--- config.mk ---
export PLATFORM = sky130hd
export DESIGN_NAME = id_ex_stage
export DESIGN_NICKNAME = d
export VERILOG_FILES = /design/src/rtl/cpu_pkg.sv /design/src/rtl/id_ex_stage_operand_forward.sv /design/src/rtl/id_ex_stage.sv
export SDC_FILE = /design/constraint.sdc
export NUM_CORES = 1
export LEC_CHECK = 0
export CORE_MARGIN = 1.5
export CORE_UTILIZATION = 37
export CTS_CLUSTER_DIAMETER = 100
export DETAILED_ROUTE_END_ITERATION = 8
export PLACE_DENSITY = 0.82
export SLEW_MARGIN = 0
export SYNTH_ARGS = -nofsm -noshare
export SYNTH_HDL_FRONTEND = slang
export SYNTH_SLANG_ARGS = --single-unit
export TNS_END_PERCENT = 50
--- constraint.sdc ---
create_clock -name CLK -period 1.65 [get_ports CLK]
set_clock_uncertainty 0.05 [all_clocks]
set_input_delay 0.4125 -clock CLK [delete_from_list [all_inputs] [get_ports CLK]]
set_output_delay 0.4125 -clock CLK [all_outputs]
set_load 0.02 [all_outputs]
--- src/rtl/cpu_pkg.sv ---
// ============================================================================
// Module  : cpu_pkg
// Purpose : Shared ALU-op, extension and width constants for the ID/EX slice.
// Rev     : 1.0  initial release
// ============================================================================
`default_nettype none

package cpu_pkg;

  localparam int WIDTH      = 32;
  localparam int REG_ADDR_W = 5;

  localparam logic [1:0] ALU_ADD = 2'd0;
  localparam logic [1:0] ALU_SUB = 2'd1;
  localparam logic [1:0] ALU_OR  = 2'd2;

  localparam logic EXT_ZERO = 1'b0;
  localparam logic EXT_SIGN = 1'b1;

endpackage

`default_nettype wire

--- src/rtl/id_ex_stage_operand_forward.sv ---
// ============================================================================
// Module  : operand_forward
// Purpose : Picks EX/MEM, then MEM/WB, then register-file data for one source.
// Rev     : 1.0  initial release
// ============================================================================
`default_nettype none

module operand_forward #(
  parameter int WIDTH      = 32,
  parameter int REG_ADDR_W = 5
) (
  input  logic [REG_ADDR_W-1:0] src_addr,
  input  logic [WIDTH-1:0]      rf_data,
  input  logic                  exmem_reg_write,
  input  logic [REG_ADDR_W-1:0] exmem_rd,
  input  logic [WIDTH-1:0]      exmem_result,
  input  logic                  memwb_reg_write,
  input  logic [REG_ADDR_W-1:0] memwb_rd,
  input  logic [WIDTH-1:0]      memwb_result,
  output logic [WIDTH-1:0]      fwd_data
);

  logic src_nonzero;
  logic exmem_hit;
  logic memwb_hit;

  // Register 0 is hard-wired, so it never takes a forwarded value.
  assign src_nonzero = (src_addr != '0);
  assign exmem_hit   = exmem_reg_write && (exmem_rd == src_addr) && src_nonzero;
  assign memwb_hit   = memwb_reg_write && (memwb_rd == src_addr) && src_nonzero;

  always_comb begin
    fwd_data = rf_data;
    if (exmem_hit) begin
      fwd_data = exmem_result;
    end else if (memwb_hit) begin
      fwd_data = memwb_result;
    end
  end

endmodule

`default_nettype wire

--- src/rtl/id_ex_stage.sv ---
// ============================================================================
// Module  : id_ex_stage
// Purpose : Decode-to-ALU pipeline register with forwarding and handshake.
// Rev     : 1.0  initial release
// ============================================================================
`default_nettype none

module id_ex_stage #(
  parameter int WIDTH       = cpu_pkg::WIDTH,
  parameter int REG_ADDR_W  = cpu_pkg::REG_ADDR_W,
  parameter int STALL_CNT_W = 16
) (
  input  logic                   CLK,
  input  logic                   RST,
  input  logic                   InValid,
  output logic                   InReady,
  output logic                   OutValid,
  input  logic                   OutReady,
  input  logic                   Flush,
  input  logic [WIDTH-1:0]       RsData,
  input  logic [WIDTH-1:0]       RtData,
  input  logic [REG_ADDR_W-1:0]  RsAddr,
  input  logic [REG_ADDR_W-1:0]  RtAddr,
  input  logic [REG_ADDR_W-1:0]  RdAddr,
  input  logic [15:0]            Imm16,
  input  logic                   ExtSel,
  input  logic                   AluSrc,
  input  logic [1:0]             AluOpIn,
  input  logic                   RegWriteIn,
  input  logic                   ExMemRegWrite,
  input  logic [REG_ADDR_W-1:0]  ExMemRd,
  input  logic [WIDTH-1:0]       ExMemResult,
  input  logic                   MemWbRegWrite,
  input  logic [REG_ADDR_W-1:0]  MemWbRd,
  input  logic [WIDTH-1:0]       MemWbResult,
  output logic [WIDTH-1:0]       DataIn1,
  output logic [WIDTH-1:0]       DataIn2,
  output logic [1:0]             AluCtrl,
  output logic [REG_ADDR_W-1:0]  RdOut,
  output logic                   RegWriteOut,
  output logic                   IllegalOp,
  output logic [STALL_CNT_W-1:0] StallCount
);

  import cpu_pkg::*;

  logic [WIDTH-1:0] rs_fwd;
  logic [WIDTH-1:0] rt_fwd;
  logic [WIDTH-1:0] imm_ext;
  logic [WIDTH-1:0] op2_sel;
  logic [1:0]       alu_op_sel;
  logic             op_illegal;
  logic             capture;
  logic             stalled;

  operand_forward #(
    .WIDTH      (WIDTH),
    .REG_ADDR_W (REG_ADDR_W)
  ) u_fwd_rs (
    .src_addr        (RsAddr),
    .rf_data         (RsData),
    .exmem_reg_write (ExMemRegWrite),
    .exmem_rd        (ExMemRd),
    .exmem_result    (ExMemResult),
    .memwb_reg_write (MemWbRegWrite),
    .memwb_rd        (MemWbRd),
    .memwb_result    (MemWbResult),
    .fwd_data        (rs_fwd)
  );

  operand_forward #(
    .WIDTH      (WIDTH),
    .REG_ADDR_W (REG_ADDR_W)
  ) u_fwd_rt (
    .src_addr        (RtAddr),
    .rf_data         (RtData),
    .exmem_reg_write (ExMemRegWrite),
    .exmem_rd        (ExMemRd),
    .exmem_result    (ExMemResult),
    .memwb_reg_write (MemWbRegWrite),
    .memwb_rd        (MemWbRd),
    .memwb_result    (MemWbResult),
    .fwd_data        (rt_fwd)
  );

  assign InReady = !OutValid || OutReady;
  assign capture = InValid && InReady && !Flush;
  assign stalled = OutValid && !OutReady;

  assign imm_ext    = (ExtSel == EXT_SIGN) ? {{(WIDTH-16){Imm16[15]}}, Imm16}
                                           : {{(WIDTH-16){1'b0}}, Imm16};
  assign op2_sel    = AluSrc ? imm_ext : rt_fwd;
  // The undefined encoding 3 executes as an add and is flagged instead.
  assign op_illegal = (AluOpIn == 2'd3);
  assign alu_op_sel = op_illegal ? ALU_ADD : AluOpIn;

  always_ff @(posedge CLK or negedge RST) begin
    if (!RST) begin
      OutValid    <= 1'b0;
      DataIn1     <= '0;
      DataIn2     <= '0;
      AluCtrl     <= ALU_ADD;
      RdOut       <= '0;
      RegWriteOut <= 1'b0;
      IllegalOp   <= 1'b0;
    end else if (Flush) begin
      OutValid    <= 1'b0;
      RegWriteOut <= 1'b0;
    end else if (capture) begin
      OutValid    <= 1'b1;
      DataIn1     <= rs_fwd;
      DataIn2     <= op2_sel;
      AluCtrl     <= alu_op_sel;
      RdOut       <= RdAddr;
      RegWriteOut <= RegWriteIn;
      if (op_illegal) begin
        IllegalOp <= 1'b1;
      end
    end else if (OutReady) begin
      OutValid    <= 1'b0;
      RegWriteOut <= 1'b0;
    end
  end

  // Stall cycles count even when flushed in the same cycle.
  always_ff @(posedge CLK or negedge RST) begin
    if (!RST) begin
      StallCount <= '0;
    end else if (stalled && (StallCount != {STALL_CNT_W{1'b1}})) begin
      StallCount <= StallCount + 1'b1;
    end
  end

endmodule

`default_nettype wire

Word level (Yosys, flattened, before mapping). Index checks and enable logic that the tools add are counted.

Register bits after elaboration: 90. Input bits: 181. Output and inout bits: 91. Word-level logic and storage cells: 49.

Add/sub/neg operators: 1. Eq/ne operators: 6. Mux-type cells: 12. Bitwise gates (word level): 1. Reductions and logical operators: 21.

Operators with widths (number): 2-to-1 mux 32 bit (6); == test 5 bit (4); adder 16 x 1 -> 16 bit (second input constant) (1); inequality test 16 bit (second input constant) (1); logical AND 1 bit (12); nonzero test 5 bit (2); 2-to-1 mux 1 bit (5); zero test 1 bit (3); AND reduction 3 bit (1); nonzero test 3 bit (1); == test 2 bit (second input constant) (1); 2-to-1 mux 2 bit (1); AND reduction 2 bit (1); logical OR 1 bit (1); inverter 1 bit (1).

Logic depth before layout (Yosys ltp). Gate-level depths: netlist of run 1.

Word-level depth: 6. Gate-level depth with buffers: 8. Mapped depth without buffers: 6.

Cells and area by module. Synthesis of run 1 repeated with hierarchy kept, for this count alone.

Cell total of the unflattened synthesis: 717. Area, all modules: 6333.6 um2.

By module, submodules not included: id_ex_stage (times used 1, cells an instance 321, area each 4026.4 um2); operand_forward (times used 2, cells an instance 198, area each 1153.6 um2).

Worst setup path before layout of run 1. No wires, ideal clock.

Kind: in2reg. Start: input port RtAddr[1]. End: register DataIn2[23]. Setup time: 0.126 ns. Arrival: 1.955 ns. Required time: 1.474 ns. Setup slack: -0.481 ns. Cell stages on the path: 7. Path through: or4_4 nor2_4 nor3_2 buf_6 buf_4 a221o_1 a221o_1.

Longest elaborated chain between the ends: 6. Elaborated cells between the ends (all ways): 10.

RTL lines: start: declaration (line id_ex_stage.sv:23) `input logic [REG_ADDR_W-1:0] RtAddr,`; == test 5 bit (line id_ex_stage_operand_forward.sv:30) `assign memwb_hit = memwb_reg_write && (memwb_rd == src_addr) && src_nonzero;`; logical AND 1 bit (2 in a row) (line id_ex_stage_operand_forward.sv:30); 2-to-1 mux 32 bit (line id_ex_stage_operand_forward.sv:36) `end else if (memwb_hit) begin`; 2-to-1 mux 32 bit * (line id_ex_stage_operand_forward.sv:34) `if (exmem_hit) begin`; 2-to-1 mux 32 bit * (line id_ex_stage.sv:92) `assign op2_sel = AluSrc ? imm_ext : rt_fwd;`; end signal: assignment (line id_ex_stage.sv:112) `DataIn2 <= op2_sel;`; end: declaration (line id_ex_stage.sv:37) `output logic [WIDTH-1:0] DataIn2,`.

Mark *: on every way between the ends. The rest lies on a longest branch, timed or not. A chain may end at the register's enable or synchronous reset.

Worst setup path in the final report of run 1.
Start: input port RtAddr[4]. End: register DataIn2[13].

Same word-level chain as after synthesis.

==> results_dict.tcl, run 1 <==
set metrics [dict create \
    outcome "finished, violations left" \
    violations "negative setup slack" \
    nFillCells 930 \
    holdPathStages 3 \
    die_w_um 123 \
    crit_buf_inv 4 \
    syn_to_final_growth_pct 92.1 \
    row_count 43 \
    worstPathCellList "buf_8 > or4_4 > nor2_4 > buf_6 > nor3_4 > buf_12 > buf_12 > a221o_1 > a221o_1" \
    route.detailed.drc 0 \
    synth_nets 722 \
    synth-compound-area-share_pct 23.7 \
    p_sw_uw 2710 \
    ys_ff_latch 90 \
    core_area_um2 14000 \
    critPathKind "input port to flop" \
    yosys_warnings 0 \
    hold_viol 0 \
    end_kind "flop" \
    ir_worst_vdd_mv 0.479 \
    clk_latency_ns 0.35 \
    fmax_ghz 0.466 \
    grt_pass1_wl_mm 37.6 \
    io_buffers 271 \
    cts-htree-levels 3 \
    drtPass1Iterations 6 \
    final_cell_mix "clkdlybuf4s50_1, dfrtp_1, dlygate4sd2_1" \
    final_common_cell "clkdlybuf4s50_1" \
    place_ws_ns -1.09 \
    wl_mm 26.4 \
    synth-edff-count 0 \
    synth.distinct_cells 45 \
    ff2ff_path_depth 8 \
    fin_crit_sh_pct 130 \
    cp.arrival_ns 2.32 \
    critical-path-max-stage-delay_ns 0.55 \
    io_pins 272 \
    critPathLaunchType "input port" \
    power_frac_comb_pct 38.8 \
    detailroute.via_count 6603 \
    syn-cell-area_um2 5360 \
    hold_class "input port to flop" \
    dieArea_um2 15200 \
    initial_utilization_pct 38.3 \
    fin_ws_ns -0.495 \
    grt_antenna_before_repair 0 \
    worstMarginPinSlew_ns 0.764 \
    dr.first_iter.drc_count 622 \
    nets 1067 \
    synth_xor_area_share_pct 5.70 \
    rsz0062_at_grt "true" \
    setup_viol 71 \
    clk_path_buf_depth 2 \
    avgViaCountPerCell 6.17 \
    switching_share_pct 34.4 \
    fin_area_um2 10300 \
    cp_slowest_cell "or4_4" \
    dp_hpwl_mm 16.0 \
    drive_gt1_share_pct 28.4 \
    muxShareOfSynthArea_pct 5.98 \
    path_depth 9 \
    postPlaceCellArea_um2 8840 \
    avgSynthCellArea_um2 9.92 \
    final_util_pct 73.6 \
    cts_buffers 9 \
    syn_inst 540 \
    multiInputGateArea_um2 3440 \
    ys_async_sr_fraction_pct 100 \
    yosys.area_share.adder_pct 0.233 \
    antenna_left 0 \
    wire_per_inst_um 24.7 \
    cts-root-buf "clkbuf_16" \
    yosysSeqAreaShare_pct 42.0 \
    drv_cap 0 \
    critPathRequiredTime_ns 1.82 \
    power_density_nw_per_um2 766 \
    pwr-share-clk_pct 24.7 \
    timing.final.max_slew_violations 0 \
    critPathMaxFanout 8 \
    grt_max_degree 36 \
    cp_top_family "simple AND/OR/NAND/NOR gates" \
    cts_tree "yes" \
    seq_area_um2 2260 \
    die_y_um 123 \
    tns_ns -18.81 \
    cts.clk_slew.worst_paths_ns 0.07 \
    synth_top_family_by_area "compound AO/OA/AOI/OAI gates" \
    p_leak_uw 0.00470 \
    period_needed_ns 2.14 \
    cellInternalPower_uw 5170 \
    insertedDiodeCount 0 \
    synthFlopType "dfrtp_1" \
    gp_congestion 0.890 \
    slew-limit-headroom_pct 49.0 \
    grt_pass1_vias 6777 \
    p_seq_share_pct 36.6 \
    synth-simple-area-share_pct 15.5 \
    grt-ovfl-total 0 \
    cts.sinks 90 \
    grtUsageTotal_pct 33.2 \
]
-- layout make-up --
| cell class | instances | share of cell area (%) |
|---|---|---|
| Inverter | 37 | 1.35 |
| Tap cell | 180 | 2.19 |
| Sequential cell | 90 | 21.9 |
| Clock inverter | 3 | 0.146 |
| Clock buffer | 13 | 2.43 |
| Timing Repair Buffer | 380 | 38.6 |
| Multi-Input combinational cell | 367 | 33.4 |
-- routing by layer --
layer  up-vias  wire [um]  track usage [%]
met5         -          0                0
met1      3225       9550             39.3
met2       500      13200             57.4
li1       2755          -                -
met4         0       1290             17.5
met3       123       2400             5.95
-- cells in the mapped netlist (9+ instances only) --
cell type  count  area share [%]
nand2_1       63             4.4
mux2i_1       32             6.0
and3_1        49             5.7
xnor2_1       25             4.1
a21boi_0       9             1.3
nor2_1        14            0.98
o221ai_1      32             5.2
buf_2         11             1.0
clkbuf_1      27             1.9
o221a_1       11             2.3
inv_1         36             2.5
dfrtp_1       90              42
a221o_1       62              12
-- cell families after synthesis --
family                   Yosys count
buffers and inverters             83
AO/OA/AOI/OAI                    137
AND/OR/NAND/NOR                  163
flip-flops                        90
XOR/XNOR                          34
adder cells (fa/ha/maj)            1
multiplexers                      32
-- tightest hold or removal path, cell delays in order --
cell            delay (ns)
dlymetal6s2s_1        0.17
nor2_1                0.11
nor2_1                0.05
-- stage by stage --
step	total power, uW	std cells	hold WS (ns)
floorplan	4100	540	0.0669
global placement	5730	1018	0.287
detailed placement	5830	1018	0.296
CTS	7720	1072	0.427
global route	8170	1070	0.402
finish	7880	1070	0.382
-- power by group through the flow --
stage	clock (uW)	combinational (uW)	sequential [uW]
2_1_floorplan	0	774	3320
5_1_grt	2050	3210	2910
3_3_place_gp	0	2870	2870
3_5_place_dp	0	2940	2890
6_report	1940	3060	2880
4_1_cts	1930	2930	2850
-- repair_timing --
item                       in CTS  in global routing
hold endpoints to repair       21                  0
cloned                         13                  0
setup buffers                  29                  7
setup endpoints to repair     172                 92
resized for setup             299                 85
pin swaps                      65                 47
hold buffers                    1                  0
-- worst paths after layout --
| path | start | to | slack [ns] |
|---|---|---|---|
| setup / recovery | RtAddr[4] | DataIn2[13] | -0.49 |
| hold / removal | InValid | OutValid | 0.38 |
| setup reg to reg | OutValid | DataIn2[12] | -0.29 |
| hold reg to reg | RdOut[3] | RdOut[3] | 0.43 |
| max in group asynchronous | RST | DataIn2[0] | 0.57 |
| min in group asynchronous | RST | StallCount[10] | 0.47 |
-- registers in the layout (all words and copies together) (netlist names) --
register     flops
DataIn2         32
RegWriteOut      1
StallCount      16
IllegalOp        1
AluCtrl          2
DataIn1         32
OutValid         1
RdOut            5
No activity file was read; power rests on OpenSTA's default activity.
==> inputs of run 2 (changes only) <==
CORE_MARGIN = 3   (was 1.5)
==> results_dict.tcl, run 2 (synthesis results as in run 1) <==
set metrics [dict create \
    initial_utilization_pct 38.2 \
    gp_congestion 0.897 \
    end_kind "flop" \
    core_area_um2 14000 \
    grt-ovfl-total 0 \
    hold_viol 0 \
    nets 1040 \
    fin_area_um2 9530 \
    outcome "finished, violations left" \
    cts_buffers 9 \
    p_leak_uw 0.00465 \
    antenna_left 0 \
    grt_antenna_before_repair 2 \
    fmax_ghz 0.481 \
    cts-root-buf "clkbuf_16" \
    switching_share_pct 32.5 \
    die_y_um 126 \
    fin_ws_ns -0.430 \
    period_needed_ns 2.08 \
    die_w_um 126 \
    dp_hpwl_mm 16.4 \
    io_pins 272 \
    cellInternalPower_uw 5270 \
    cts.sinks 90 \
    row_count 43 \
    slew-limit-headroom_pct 61.3 \
    route.detailed.drc 0 \
    cp.arrival_ns 2.25 \
    reg2reg_slack_ns -0.16 \
    timing.final.max_slew_violations 0 \
    grt_pass1_vias 6588 \
    rsz0062_at_grt "true" \
    critPathLaunchType "input port" \
    grt_pass1_wl_mm 35.7 \
    cts-htree-levels 3 \
    nFillCells 1059 \
    ir_worst_vdd_mv 0.585 \
    setup_viol 68 \
    critPathRequiredTime_ns 1.82 \
    power_frac_comb_pct 36.1 \
    reg_top3 "DataIn1: 32 flops, DataIn2: 32 flops, StallCount: 16 flops" \
    worstMarginPinSlew_ns 0.580 \
    final_cell_mix "clkdlybuf4s50_1, dfrtp_1, a221o_1" \
    dr.first_iter.drc_count 470 \
    wire_per_inst_um 22.2 \
    drtPass1Iterations 5 \
    final_util_pct 67.9 \
    critPathKind "input port to flop" \
    cts_tree "yes" \
    critPathMaxFanout 16 \
    avgViaCountPerCell 5.92 \
    p_seq_share_pct 36.6 \
    fin_hold_ws_ns 0.398 \
    wl_mm 23.2 \
    fin_crit_sh_pct 126 \
    clk_path_buf_depth 2 \
    final_common_cell "clkdlybuf4s50_1" \
    multiInputGateArea_um2 2990 \
    cts.clk_slew.worst_paths_ns 0.07 \
    drive_gt1_share_pct 19.4 \
    dieArea_um2 16000 \
    clk_latency_ns 0.35 \
    pwr-share-clk_pct 27.3 \
    seq_area_um2 2250 \
    detailroute.via_count 6185 \
    postPlaceCellArea_um2 8850 \
    hold_class "input port to asynchronous set/reset pin" \
    io_buffers 271 \
    p_sw_uw 2540 \
    grt_max_degree 46 \
    drv_cap 0 \
    grtUsageTotal_pct 28.2 \
    syn_to_final_growth_pct 77.9 \
    violations "negative setup slack" \
    power_density_nw_per_um2 820 \
]
## run 2: timing repair
action	in CTS	in global routing
pin swaps	21	8
gates cloned	5	0
setup buffers	5	2
resized for setup	152	54
endpoints found under the hold margin	10	0
setup endpoints to repair	172	118
hold buffers	1	0
## run 2: critical path: stages
cell     delay (ns)
buf_6          0.10
or4_4          0.54
nor2_4         0.15
nor3_4         0.06
buf_12         0.14
buf_12         0.13
buf_12         0.14
a221o_1        0.27
a221o_1        0.31
## run 2: layer usage
layer	vias to the layer above	GRT usage [%]	part of all wire [%]
met4	2	14.4	4.0
met5	-	0	0.035
met1	2989	34.5	38
li1	2693	-	-
met2	426	46.5	49
met3	75	6.40	8.8
## run 2: layout make-up
class,instances,area share (%)
well taps,180,2.36
inverters,37,1.46
clock buffers,12,2.69
repair buffers,352,37.9
diodes,1,0.0263
multi-input cells,368,31.4
flip-flops and latches,90,23.7
clock inverters,4,0.538
## run 2: through the flow
step                      cells  total power, uW  TNS (ns)  worst slack, ns
after floorplan             540             4100    -20.15           -0.456
after global placement     1015             5740    -62.51            -1.01
after detailed placement   1015             5830    -66.88            -1.08
after CTS                  1042             7870    -18.69           -0.401
after global routing       1044             8170    -19.13           -0.449
final                      1044             7810    -14.99           -0.430
## run 2: worst paths after layout
check,cells after the start,end,start
worst max-delay path,9,DataIn2[31],RtAddr[2]
worst min-delay path,2,StallCount[9],RST
worst max register to register,7,DataIn2[8],OutValid
worst min register to register,1,IllegalOp,IllegalOp
max in group asynchronous,3,OutValid,RST
min in group CLK,1,IllegalOp,IllegalOp
## run 2: power by group through the flow
stage / registers (uW) / logic, uW / clock network [uW]
after CTS: 2850 / 2840 / 2170
after floorplan: 3320 / 774 / 0
final: 2860 / 2820 / 2130
after global routing: 2900 / 2990 / 2270
after detailed placement: 2890 / 2940 / 0
after global placement: 2870 / 2870 / 0
